`src/rtl/pipe_skid_64.sv`:
```
// pipe_skid_64: two-entry registered skid buffer with valid/ready on both sides.
// The head word lives in main_r and drives out_data directly; a word arriving
// while the head is stalled is parked in skid_r. in_ready, out_valid and
// occupancy are decodes of the state register only, so no input reaches any
// output combinationally.
module pipe_skid_64 #(
  parameter int WIDTH = 64
) (
  input  logic             clk,
  input  logic             reset,
  input  logic             flush,
  input  logic             in_valid,
  output logic             in_ready,
  input  logic [WIDTH-1:0] in_data,
  output logic             out_valid,
  input  logic             out_ready,
  output logic [WIDTH-1:0] out_data,
  output logic [1:0]       occupancy
);

  // State encoding doubles as the occupancy count.
  typedef enum logic [1:0] {
    EMPTY = 2'd0,
    HALF  = 2'd1,
    FULL  = 2'd2
  } state_t;

  state_t           state_r;
  state_t           next_state_s;
  logic [WIDTH-1:0] main_r;
  logic [WIDTH-1:0] skid_r;

  logic in_acc_s;
  logic out_acc_s;
  logic load_main_s;
  logic main_from_skid_s;
  logic load_skid_s;

  assign in_acc_s  = in_valid & in_ready;
  assign out_acc_s = out_valid & out_ready;
  assign out_data  = main_r;

  // Output decode from the state register only.
  always_comb begin
    in_ready  = 1'b1;
    out_valid = 1'b0;
    occupancy = 2'd0;
    case (state_r)
      EMPTY: begin
        in_ready  = 1'b1;
        out_valid = 1'b0;
        occupancy = 2'd0;
      end
      HALF: begin
        in_ready  = 1'b1;
        out_valid = 1'b1;
        occupancy = 2'd1;
      end
      FULL: begin
        in_ready  = 1'b0;
        out_valid = 1'b1;
        occupancy = 2'd2;
      end
      default: begin
        in_ready  = 1'b1;
        out_valid = 1'b0;
        occupancy = 2'd0;
      end
    endcase
  end

  // Next-state and data-load decisions; flush discards everything, including
  // a word offered in the same cycle.
  always_comb begin
    next_state_s     = state_r;
    load_main_s      = 1'b0;
    main_from_skid_s = 1'b0;
    load_skid_s      = 1'b0;
    if (flush) begin
      next_state_s = EMPTY;
    end else begin
      case (state_r)
        EMPTY: begin
          if (in_acc_s) begin
            load_main_s  = 1'b1;
            next_state_s = HALF;
          end else begin
            next_state_s = EMPTY;
          end
        end
        HALF: begin
          if (in_acc_s && out_acc_s) begin
            load_main_s  = 1'b1;
            next_state_s = HALF;
          end else if (in_acc_s) begin
            load_skid_s  = 1'b1;
            next_state_s = FULL;
          end else if (out_acc_s) begin
            next_state_s = EMPTY;
          end else begin
            next_state_s = HALF;
          end
        end
        FULL: begin
          if (out_acc_s) begin
            load_main_s      = 1'b1;
            main_from_skid_s = 1'b1;
            next_state_s     = HALF;
          end else begin
            next_state_s = FULL;
          end
        end
        default: begin
          next_state_s = EMPTY;
        end
      endcase
    end
  end

  // State register with asynchronous active-low reset.
  always_ff @(posedge clk or negedge reset) begin
    if (!reset) begin
      state_r <= EMPTY;
    end else begin
      state_r <= next_state_s;
    end
  end

  // Data registers load only on accept events; they keep stale contents when emptied.
  always_ff @(posedge clk or negedge reset) begin
    if (!reset) begin
      main_r <= {WIDTH{1'b0}};
      skid_r <= {WIDTH{1'b0}};
    end else begin
      if (load_main_s) begin
        main_r <= main_from_skid_s ? skid_r : in_data;
      end else begin
        main_r <= main_r;
      end
      if (load_skid_s) begin
        skid_r <= in_data;
      end else begin
        skid_r <= skid_r;
      end
    end
  end

endmodule

```
`config.mk`:
```
export PLATFORM = sky130hd
export DESIGN_NAME = pipe_skid_64
export DESIGN_NICKNAME = d
export VERILOG_FILES = /design/src/rtl/pipe_skid_64.sv
export SDC_FILE = /design/constraint.sdc
export NUM_CORES = 1
export LEC_CHECK = 0
export BUFFER_PORTS_ARGS = -buffer_cell sky130_fd_sc_hd__buf_2
export CAP_MARGIN = 20
export CELL_PAD_IN_SITES_DETAIL_PLACEMENT = 1
export CELL_PAD_IN_SITES_GLOBAL_PLACEMENT = 2
export CORE_MARGIN = 4
export CORE_UTILIZATION = 40
export DETAILED_ROUTE_END_ITERATION = 7
export PLACE_DENSITY = 0.95
export REMOVE_ABC_BUFFERS = 1
export SYNTH_ARGS = -nofsm -noshare
export SYNTH_HDL_FRONTEND = slang
export SYNTH_SLANG_ARGS = --single-unit
```
`constraint.sdc`:
```
create_clock -name clk -period 3 [get_ports clk]
set_input_delay 0.6 -clock clk [delete_from_list [all_inputs] [get_ports clk]]
set_output_delay 0.6 -clock clk [all_outputs]
set_load 0.02 [all_outputs]
```
### Word-level counts from Yosys, hierarchy flattened

Index checks and enable logic that the tools add are counted.

* equal/unequal tests: 2
* multiplexer cells: 21
* bitwise logic cells: 2
* reduce and logical (&&, ||, !) cells: 3

Operators by type and width (number)
* $mux 64: 1
* $mux 1: 13
* $mux 2: 4
* $pmux 2 s3: 1
* $pmux 2 s2: 1
* $pmux 1 s3: 1
* $and 1x1->1: 2
* $eq 2x1->1 const B: 1
* $eq 2x2->1 const B: 1
* $logic_not 2->1: 1
* $reduce_or 2->1: 1
* $logic_and 1x1->1: 1

* register bits after elaboration: 130
* input bits: 69
* output and inout port bits: 68
* word-level logic and storage cells: 31

### Logic depth before layout (Yosys ltp)

Gate-level depths: netlist (run 1).

* depth in word-level cells: 9
* gate-level depth with buffers: 9
* depth with buffers taken out: 8

### Worst setup path before layout (run 1)

OpenSTA, ideal clock, no wires.

* kind: reg-to-reg
* from: register state_r[1]
* to: register main_r[11] (netlist: out_data[11])
* setup time: 0.125 ns
* arrival: 2.090 ns
* data required time: 2.875 ns
* slack: 0.785 ns
* stages on the path, launching flop included: 10
* path buffers: 1
* period minus slack after synthesis: 2.215 ns
* cell sequence: dfrtp_1 -> inv_1 -> ha_1 -> nand2_1 -> inv_1 -> ha_1 -> nand2_1 -> a31oi_4 -> buf_4 -> mux2_2

* cells in the longest elaborated chain, start to end: 8
* elaborated cells on any way between the ends: 17
* classes of those cells: eq/ne: 2; mux: 10; bitwise: 2; reduce/logical: 3

RTL lines
* start, declared: line 28 `state_t state_r;`
* start signal, assigned: line 125 `state_r <= next_state_s;`
* $eq 2x2->1 / $eq 2x1->1 (equally long branches): line 48 `case (state_r)`
* $reduce_or 2->1 (no source line) (*)
* $mux 1 (*): line 48
* net out_valid: line 15 `output logic out_valid,`
* $and 1x1->1 (*): line 40 `assign out_acc_s = out_valid & out_ready;`
* $logic_and 1x1->1 / $mux 1 (equally long branches): line 92, 105
* $mux 1, on equally long branches: line 92, 82
* $pmux 1 s3 / $mux 1 (equally long branches): line 82, 79
* $mux 1 / $mux 64 (equally long branches): line 79, 136
* end signal, assigned: line 132 `main_r <= {WIDTH{1'b0}};`
* end signal, assigned: line 136 `main_r <= main_from_skid_s ? skid_r : in_data;`
* end signal, assigned: line 138 `main_r <= main_r;`
* end, declared: line 30 `logic [WIDTH-1:0] main_r;`

Mark *: on every way through the listed nets, which the timed path passes. The rest lies on a longest branch.
A chain may end at the register's enable or synchronous reset.

### Worst setup path in the final report (run 1)

* from: register state_r[0]
* to: register main_r[45] (netlist: out_data[45])

* cells in the longest elaborated chain, start to end: 8
* elaborated cells on any way between the ends: 17
* classes of those cells: eq/ne: 2; mux: 10; bitwise: 2; reduce/logical: 3

RTL lines (line)
* $eq 2x2->1 / $eq 2x1->1 (equally long branches): 48, 82
* $reduce_or 2->1 (no source line)
* $mux 1: 48
* $and 1x1->1: 40
* $logic_and 1x1->1 / $mux 1 (equally long branches): 92, 105
* $mux 1, on equally long branches: 92, 82
* $pmux 1 s3 / $mux 1 (equally long branches): 82, 79
* $mux 1 / $mux 64 (equally long branches): 79, 136

Parallel ways exist; a longest one is shown, timed or not.

==> results of run 1 <==
-- per-stage QoR --
step	cell area (um^2)	setup slack, ps	hold slack [ps]
global route	7119	366.5	115.2
CTS	7119	519.4	90.29
detailed placement	6595	545.7	491.7
floorplan	5608	-295.6	304.4
finish	7119	538.3	103.5
global placement	6595	696.3	484.6
-- worst reg2reg max path, stage by stage (launching register included) --
cell	delay [ps]
sky130_fd_sc_hd__dfrtp_1	380
sky130_fd_sc_hd__inv_1	90
sky130_fd_sc_hd__ha_1	270
sky130_fd_sc_hd__nor2b_1	230
sky130_fd_sc_hd__ha_1	200
sky130_fd_sc_hd__nand2_1	90
sky130_fd_sc_hd__a31oi_4	210
sky130_fd_sc_hd__buf_4	440
sky130_fd_sc_hd__mux2_2	430
-- metal layers --
metal | wire length (um) | up-vias | track usage (%)
met5 | 13 | - | 0
met4 | 199 | 2 | 6.554
met3 | 821 | 16 | 5.396
met2 | 6705 | 97 | 28.19
met1 | 5275 | 1797 | 18.91
li1 | - | 1591 | -
-- flip-flops by register name (all words and copies together) (netlist names) --
| name | flops |
|---|---|
| out_data | 64 |
| skid_r | 64 |
| state_r | 2 |
-- power breakdown --
group / switching [mW] / total, mW / internal (mW)
Clock: 0.719 / 1.85 / 1.13
Sequential: 0.334 / 2.73 / 2.39
Combinational: 0.758 / 1.52 / 0.765
-- layout make-up --
cell class | count | area (um^2) | share of cell area [%]
clock buffer | 25 | 495.5 | 6.960
clock inverter | 5 | 28.78 | 0.4042
inverter | 5 | 18.77 | 0.2636
multi-input combinational | 211 | 2337 | 32.83
sequential | 130 | 3253 | 45.69
tap | 180 | 225.2 | 3.163
timing repair buffer | 143 | 760.7 | 10.69
-- cells in the mapped netlist --
library cell	count
sky130_fd_sc_hd__a31oi_1	1
sky130_fd_sc_hd__a31oi_4	1
sky130_fd_sc_hd__a32oi_1	1
sky130_fd_sc_hd__and4b_1	1
sky130_fd_sc_hd__buf_4	11
sky130_fd_sc_hd__buf_6	9
sky130_fd_sc_hd__dfrtp_1	130
sky130_fd_sc_hd__ha_1	6
sky130_fd_sc_hd__inv_1	5
sky130_fd_sc_hd__mux2_2	191
sky130_fd_sc_hd__mux2_4	1
sky130_fd_sc_hd__nand2_1	3
sky130_fd_sc_hd__nand2b_1	1
sky130_fd_sc_hd__nand3b_1	2
sky130_fd_sc_hd__nor2_1	1
sky130_fd_sc_hd__nor2b_1	1
sky130_fd_sc_hd__or2_2	1
-- final timing paths --
check / slack, ps / start / depth (start not counted) / end
hold / removal: 100 / reset / 1 / skid_r[55]$_DFFE_PN0P_
setup / recovery: 540 / state_r[0]$_DFF_PN0_ / 8 / out_data[45]$_DFFE_PN0P_
setup reg to reg: 540 / state_r[0]$_DFF_PN0_ / 8 / out_data[45]$_DFFE_PN0P_
hold reg to reg: 500 / out_data[5]$_DFFE_PN0P_ / 1 / out_data[5]$_DFFE_PN0P_
min in group clk: 420 / in_data[39] / 2 / skid_r[39]$_DFFE_PN0P_
max in group asynchronous: 2120 / reset / 2 / skid_r[28]$_DFFE_PN0P_
-- logic make-up after synthesis --
logic type / count (synthesis) / synth area share (%)
multiplexers: 192 / 37.39
AND/OR/NAND/NOR: 10 / 1.015
flip-flops: 130 / 56.17
AO/OA/AOI/OAI: 3 / 0.6266
buffers and inverters: 25 / 3.500
adder cells (fa/ha/maj): 6 / 1.296
==> results.md, run 1 <==
- The endpoint required time on the critical path is between 3000 and 4000 ps.
- The clock tree synthesis step divided the H-tree into 4 levels.
- Cells fill a little over 50% of the core in the end.
- The floorplan die width is 128.3 um.
- In this run, post-CTS repair resized a total of 0 instances.
- Power comes to about 6.1 mW.
- In this run, the number of DRC markers left after iteration 0 of detailed routing was ~90.
- The number of setup violations in the final report is 0.
- The critical-path cell with the highest stage delay is sky130_fd_sc_hd__buf_4.
- The peak ir drop on the vdd network is roughly 0.39 mV.
- The synthesized design contains 130 register bits.
- The synthesized design devotes to its leading area cell type between 50% and 60% of total area.
- Once detailed placement completed, the half-perimeter wirelength came to approximately 9 mm.
- Summed over all layers, the routed wires come to between 10 and 15 mm.
- After synthesis, the mean cell area works out to between 15 and 20 um^2.
- By area the synthesized netlist is led by sky130_fd_sc_hd__dfrtp_1 (56%), sky130_fd_sc_hd__mux2_2 (37%), sky130_fd_sc_hd__buf_6 (1.7%).
- The number of standard cells in the layout, taps in and fillers out is 699.
- The library cell with the largest summed area after synthesis is sky130_fd_sc_hd__dfrtp_1.
- The die is ~130 um tall.
- The fmax is 406.2 MHz.
- The tool flagged a number of max-cap violations equal to 0.
- The placeable core region is about 14000 um^2.
- The type of the setup path with the least slack is flip-flop to flip-flop.
- The setup fix buffers added after clock tree synthesis is 0.
- The number of routed nets with antenna violations is 0.
- The commonest non-fill, non-tap cell in the layout is sky130_fd_sc_hd__mux2_2.
- STA classifies the critical path startpoint as a flip-flop.
- The total number of vias is between 3000 and 4000.
- The pin slew with the least headroom to its limit is around 500 ps.
- For this run, the total global-route usage over all layers was measured as 16.40%.
- The first detailed-routing pass took 4 iterations.
- In this run the tool buffered the top-level ports with ~140 buffer cells.
- The total die area is around 16000 um^2.
- The relative slew slack is about 67%.
- The aggregate global routing overflow is 0.
- The top cell types in the final layout, fill and taps aside, are sky130_fd_sc_hd__mux2_2 (191), sky130_fd_sc_hd__buf_2 (135), sky130_fd_sc_hd__dfrtp_1 (130).
- The final critical-path share of the clock period is 82.06%.
- The via count of the first global-routing pass is ~4000.
- The antenna diode count is 0.
- The critical path contains buffers and inverters numbering 2 combined.
- The clock transition time at the flip-flop clock pins of the worst setup and hold paths is approximately 50 ps.
- The initial core utilization is between 40 and 50%.
- Clock tree synthesis found a total of 130 sinks.
- The filler cell count is between 1000 and 1500.
- The worst setup path is captured at a flip-flop.
- The final number of max-transition violations is 0.
- During I/O placement, the number of pins put on the boundary was approximately 140.
- In this run the clock root is driven by a sky130_fd_sc_hd__clkbuf_16.
- From synthesis to final layout, the design area changed by 22.92%.
- The worst hold path belongs to the class primary input to async pin.
- The mapped netlist covers about 5800 um^2.
- Summing the sequential cell areas from Yosys gives a little under three fifths of the chip area.
- In this run the worst path has a maximum fanout of 34.
- The net count of the finished layout is between 500 and 600.
- The flow ran to the end, and the final reports show no timing, DRC or antenna violations.
- The netlist uses 17 different library cells.
- In the routed design, unresolved DRC markers number 0.
- The final period demand of the worst path is 2462 ps.
- The number of rows in the core area is 43.
- The final RePlAce weighted congestion is 0.7085.
- Using the TritonRoute via totals, the vias-per-cell ratio works out to ~5.0.
- Data arrives at the worst endpoint at ~2800 ps.
- The delay of the slowest cell on the worst path is between 400 and 500 ps.
- For the final database, setup skew stands at about 8.4 ps.
- The count of final hold-check violations came to 0.
- The clock tree from TritonCTS is yes.
- The category of cells accounting for the largest share of critical-path delay is buffers and inverters.
- The first global-routing pass estimated approximately 21 mm of wire.
- The leakage power figure is roughly 3.3 nW.
- The yosys synthesis warning count is 0.
- The average wire per cell in the routed design is 18.62 um.
- Entering global routing, the biggest net connects 70 pins.
- The share of final-layout standard cells stronger than drive strength 1 is 70.13%.
- The total negative slack is 0 ps.
- Setup repair after global routing left no endpoint under its margin.
- The number of antenna violations at the first check in global routing is 1.
- Dividing total power by cell area gives a power density of 856.5 nW/um^2.
- The maximum root-to-sink buffer count is 2.
- The latest clock arrival within the worst-skew pair is 420 ps.
- Clock tree synthesis inserted a total of 17 buffers.
- Buffers inserted to repair hold after CTS numbered 0.
- The count of mapped cells out of synthesis is approximately 370.
- Traced cell by cell, the critical path runs through inv_1, ha_1, nor2b_1, ha_1, nand2_1, a31oi_4, buf_4, mux2_2.
- Counting stages on the worst path, the most repeated cell is sky130_fd_sc_hd__ha_1.
- The total placed cells including tap cells is between 600 and 700.
(Power assumes the default switching activity.)
==> run 2: changes to the inputs <==
Settings changed: CORE_UTILIZATION 40 to 34, PLACE_DENSITY 0.95 to 0.88.
Clock period 3 ns to 2.2 ns, I/O delays scaled along.
==> run 2 against run 1 <==
Effect of this change: first-iteration DRC count up 4.3%; non-clock buffer count up 11; hold slack worse by 96 ps; routed wire length up 5.6%; via count up 2.2%; register-to-register slack worse by 510 ps; design area up 4.7%.
==> results.md, run 2 (synthesized netlist as in run 1, its figures left out) <==
- In this run, CTS created clock tree buffers numbering 17.
- The critical-path cell with the highest stage delay is sky130_fd_sc_hd__dfrtp_1.
- The total placed cells including tap cells is between 700 and 800.
- The initial utilization of the core area, before any placement, comes to between 30% and 40%.
- The peak ir drop on the vdd network is about 0.54 mV.
- The number of antenna violations at the first check in global routing is 0.
- The first global-routing pass estimated between 20 and 25 mm of wire.
- The number of routed nets with antenna violations is 0.
- The via count of the first global-routing pass is 4147.
- The worst reg2reg path startpoint is state_r[0]$_DFF_PN0_.
- Across the run, the number of max-cap violations was 0.
- For the pin with the worst max-slew slack, the measured transition is slightly above 500 ps.
- Data on the critical path is required at its endpoint by approximately 2500 ps.
- Broken down by cell family, the worst path's largest delay share belongs to buffers and inverters.
- The aggregate global routing overflow is 0.
- The final critical-path share of the clock period is between 90 and 100%.
- Leaving out fill and tap cells, the most frequent cell in the layout is sky130_fd_sc_hd__mux2_2.
- STA classifies the critical path startpoint as a flip-flop.
- The first TritonRoute pass finished after 4 iterations.
- STA classifies the critical path endpoint as a flip-flop.
- After legalization and detailed placement, the total HPWL measured ~9 mm.
- The critical path in this run is classified as flip-flop to flip-flop.
- The count of buffers added on input and output ports is approximately 140.
- Power comes to 8.498 mW.
- The number of DRC violations after detailed-routing iteration 0 is 96.
- The maximum level of the CTS H-tree is 4.
- Of the cells placed in the final design, the portion with a size suffix greater than 1 is just over 70%.
- Global routing used 13.73% of the available tracks across all layers.
- The final number of max-transition violations came to 0.
- Clock tree synthesis selected as its root buffer the cell sky130_fd_sc_hd__clkbuf_16.
- The critical path starts at state_r[0]$_DFF_PN0_.
- The latest clock arrival within the worst-skew pair is approximately 410 ps.
- After the flow finishes, the layout carries non-filler instances totaling between 700 and 800.
- The post-layout utilization of the core is approximately 45%.
- The detailed router placed 3580 vias in this run.
- The flow ran to the end, and the final reports show no timing, DRC or antenna violations.
- For this run, the top clock speed supported by timing is between 400 and 500 MHz.
- The maximum fanout along the worst path is 8.
- Counting along the longest clock path gives a buffer depth of 2.
- The clock tree from TritonCTS is yes.
- Summed over all cells, the static leakage comes to roughly 3.4 nW.
- The core region is about 17000 um^2.
- Compared with the post-synthesis result, the final layout area differs by 28.69%.
- The relative slew slack is between 60% and 70%.
- In the routed design, unresolved DRC markers number 0.
- The via density per instance is about 4.8.
- The average wire per cell in the routed design is ~18 um.
- Setup violations remaining at the end of the flow were counted as 0.
- The final period demand of the worst path is 2170 ps.
- The die covers ~19000 um^2.
- The power per standard cell area is around 1100 nW/um^2.
- Data arrives at the worst endpoint at 2460 ps.
- The count of nets after finishing is approximately 590.
- Entering global routing, the biggest net connects 49 pins.
- The number of buffer and inverter stages on the critical path is 3.
- The clock sink total is 130.
- In this run the core area contains 47 standard-cell rows.
- The clock transition time at the flip-flop clock pins of the worst setup and hold paths is about 50 ps.
- The final RePlAce weighted congestion is 0.7081.
- Traced cell by cell, the critical path runs through inv_2, ha_1, nor2b_2, ha_4, nand2_2, a31oi_4, buf_12, clkbuf_16, mux2_2.
- The clock arrives with roughly 10 ps of skew.
- The die is roughly 140 um tall.
- The min-delay analysis places its worst path in the category primary input to async pin.
- The delay of the slowest cell on the worst path is 380 ps.
- around 140 I/O pins were placed.
- The final routed wirelength across all metal layers is approximately 14 mm.
- Measured along the x axis, the die boundary spans about 140 um.
- The library cells used most frequently in the layout, excluding fill and tap cells, are sky130_fd_sc_hd__mux2_2 (191), sky130_fd_sc_hd__buf_2 (135), sky130_fd_sc_hd__dfrtp_1 (130).
- The antenna diode count is 0.
- The count of final hold-check violations was 0.
run 2: worst reg2reg max path, cell delays in order (launching register included):
cell,delay (ps)
sky130_fd_sc_hd__dfrtp_1,380
sky130_fd_sc_hd__inv_2,80
sky130_fd_sc_hd__ha_1,230
sky130_fd_sc_hd__nor2b_2,200
sky130_fd_sc_hd__ha_4,160
sky130_fd_sc_hd__nand2_2,60
sky130_fd_sc_hd__a31oi_4,270
sky130_fd_sc_hd__buf_12,180
sky130_fd_sc_hd__clkbuf_16,180
sky130_fd_sc_hd__mux2_2,330
run 2: final timing paths:
check                                            to  slack (ps)  cells after the start
max reg2reg                 out_data[8]$_DFFE_PN0P_          30                      9
min in group clk             skid_r[27]$_DFFE_PN0P_         270                      2
min reg2reg                out_data[53]$_DFFE_PN0P_         500                      1
min                          skid_r[18]$_DFFE_PN0P_           7                      1
max in group asynchronous  out_data[60]$_DFFE_PN0P_        1550                      2
max                         out_data[8]$_DFFE_PN0P_          30                      9
run 2: stage by stage:
step	setup slack, ps	TNS, ps	instance area, um^2	hold slack, ps
after floorplan	-1096	-127190	5608	144.4
after global placement	79.22	0	6738	441.6
after detailed placement	-44.92	-949.9	6738	455.1
after CTS	9.134	0	7283	8.647
after global routing	-63.37	-2513	7453	33.19
final	30.26	0	7453	7.417
run 2: layer usage:
| metal | up-vias | global-route usage, % | share of wire (%) |
|---|---|---|---|
| met4 | 0 | 5.148 | 1.3 |
| met2 | 86 | 24.51 | 53 |
| li1 | 1616 | - | - |
| met5 | - | 0 | 0 |
| met3 | 14 | 4.351 | 4.4 |
| met1 | 1864 | 15.32 | 41 |
run 2: layout make-up:
type | count | area, um^2
inverter | 5 | 18.77
clock inverter | 5 | 55.05
timing repair buffer | 154 | 991.0
tap | 220 | 275.3
clock buffer | 23 | 488.0
multi-input combinational | 211 | 2372
fill | 1742 | 9189
sequential | 130 | 3253
run 2: power by group:
group | internal, mW | switching (mW) | total (mW)
Sequential | 3.26 | 0.449 | 3.71
Clock | 1.64 | 0.972 | 2.61
Combinational | 1.11 | 1.06 | 2.17
run 2: what timing repair did:
| item | CTS | global route |
|---|---|---|
| hold buffers | 0 | 0 |
| setup endpoints to repair | 63 | 64 |
| gates resized for setup | 1 | 8 |
| pin swaps | 1 | 2 |
| cloned | 0 | 5 |
| buffers inserted | 0 | 4 |
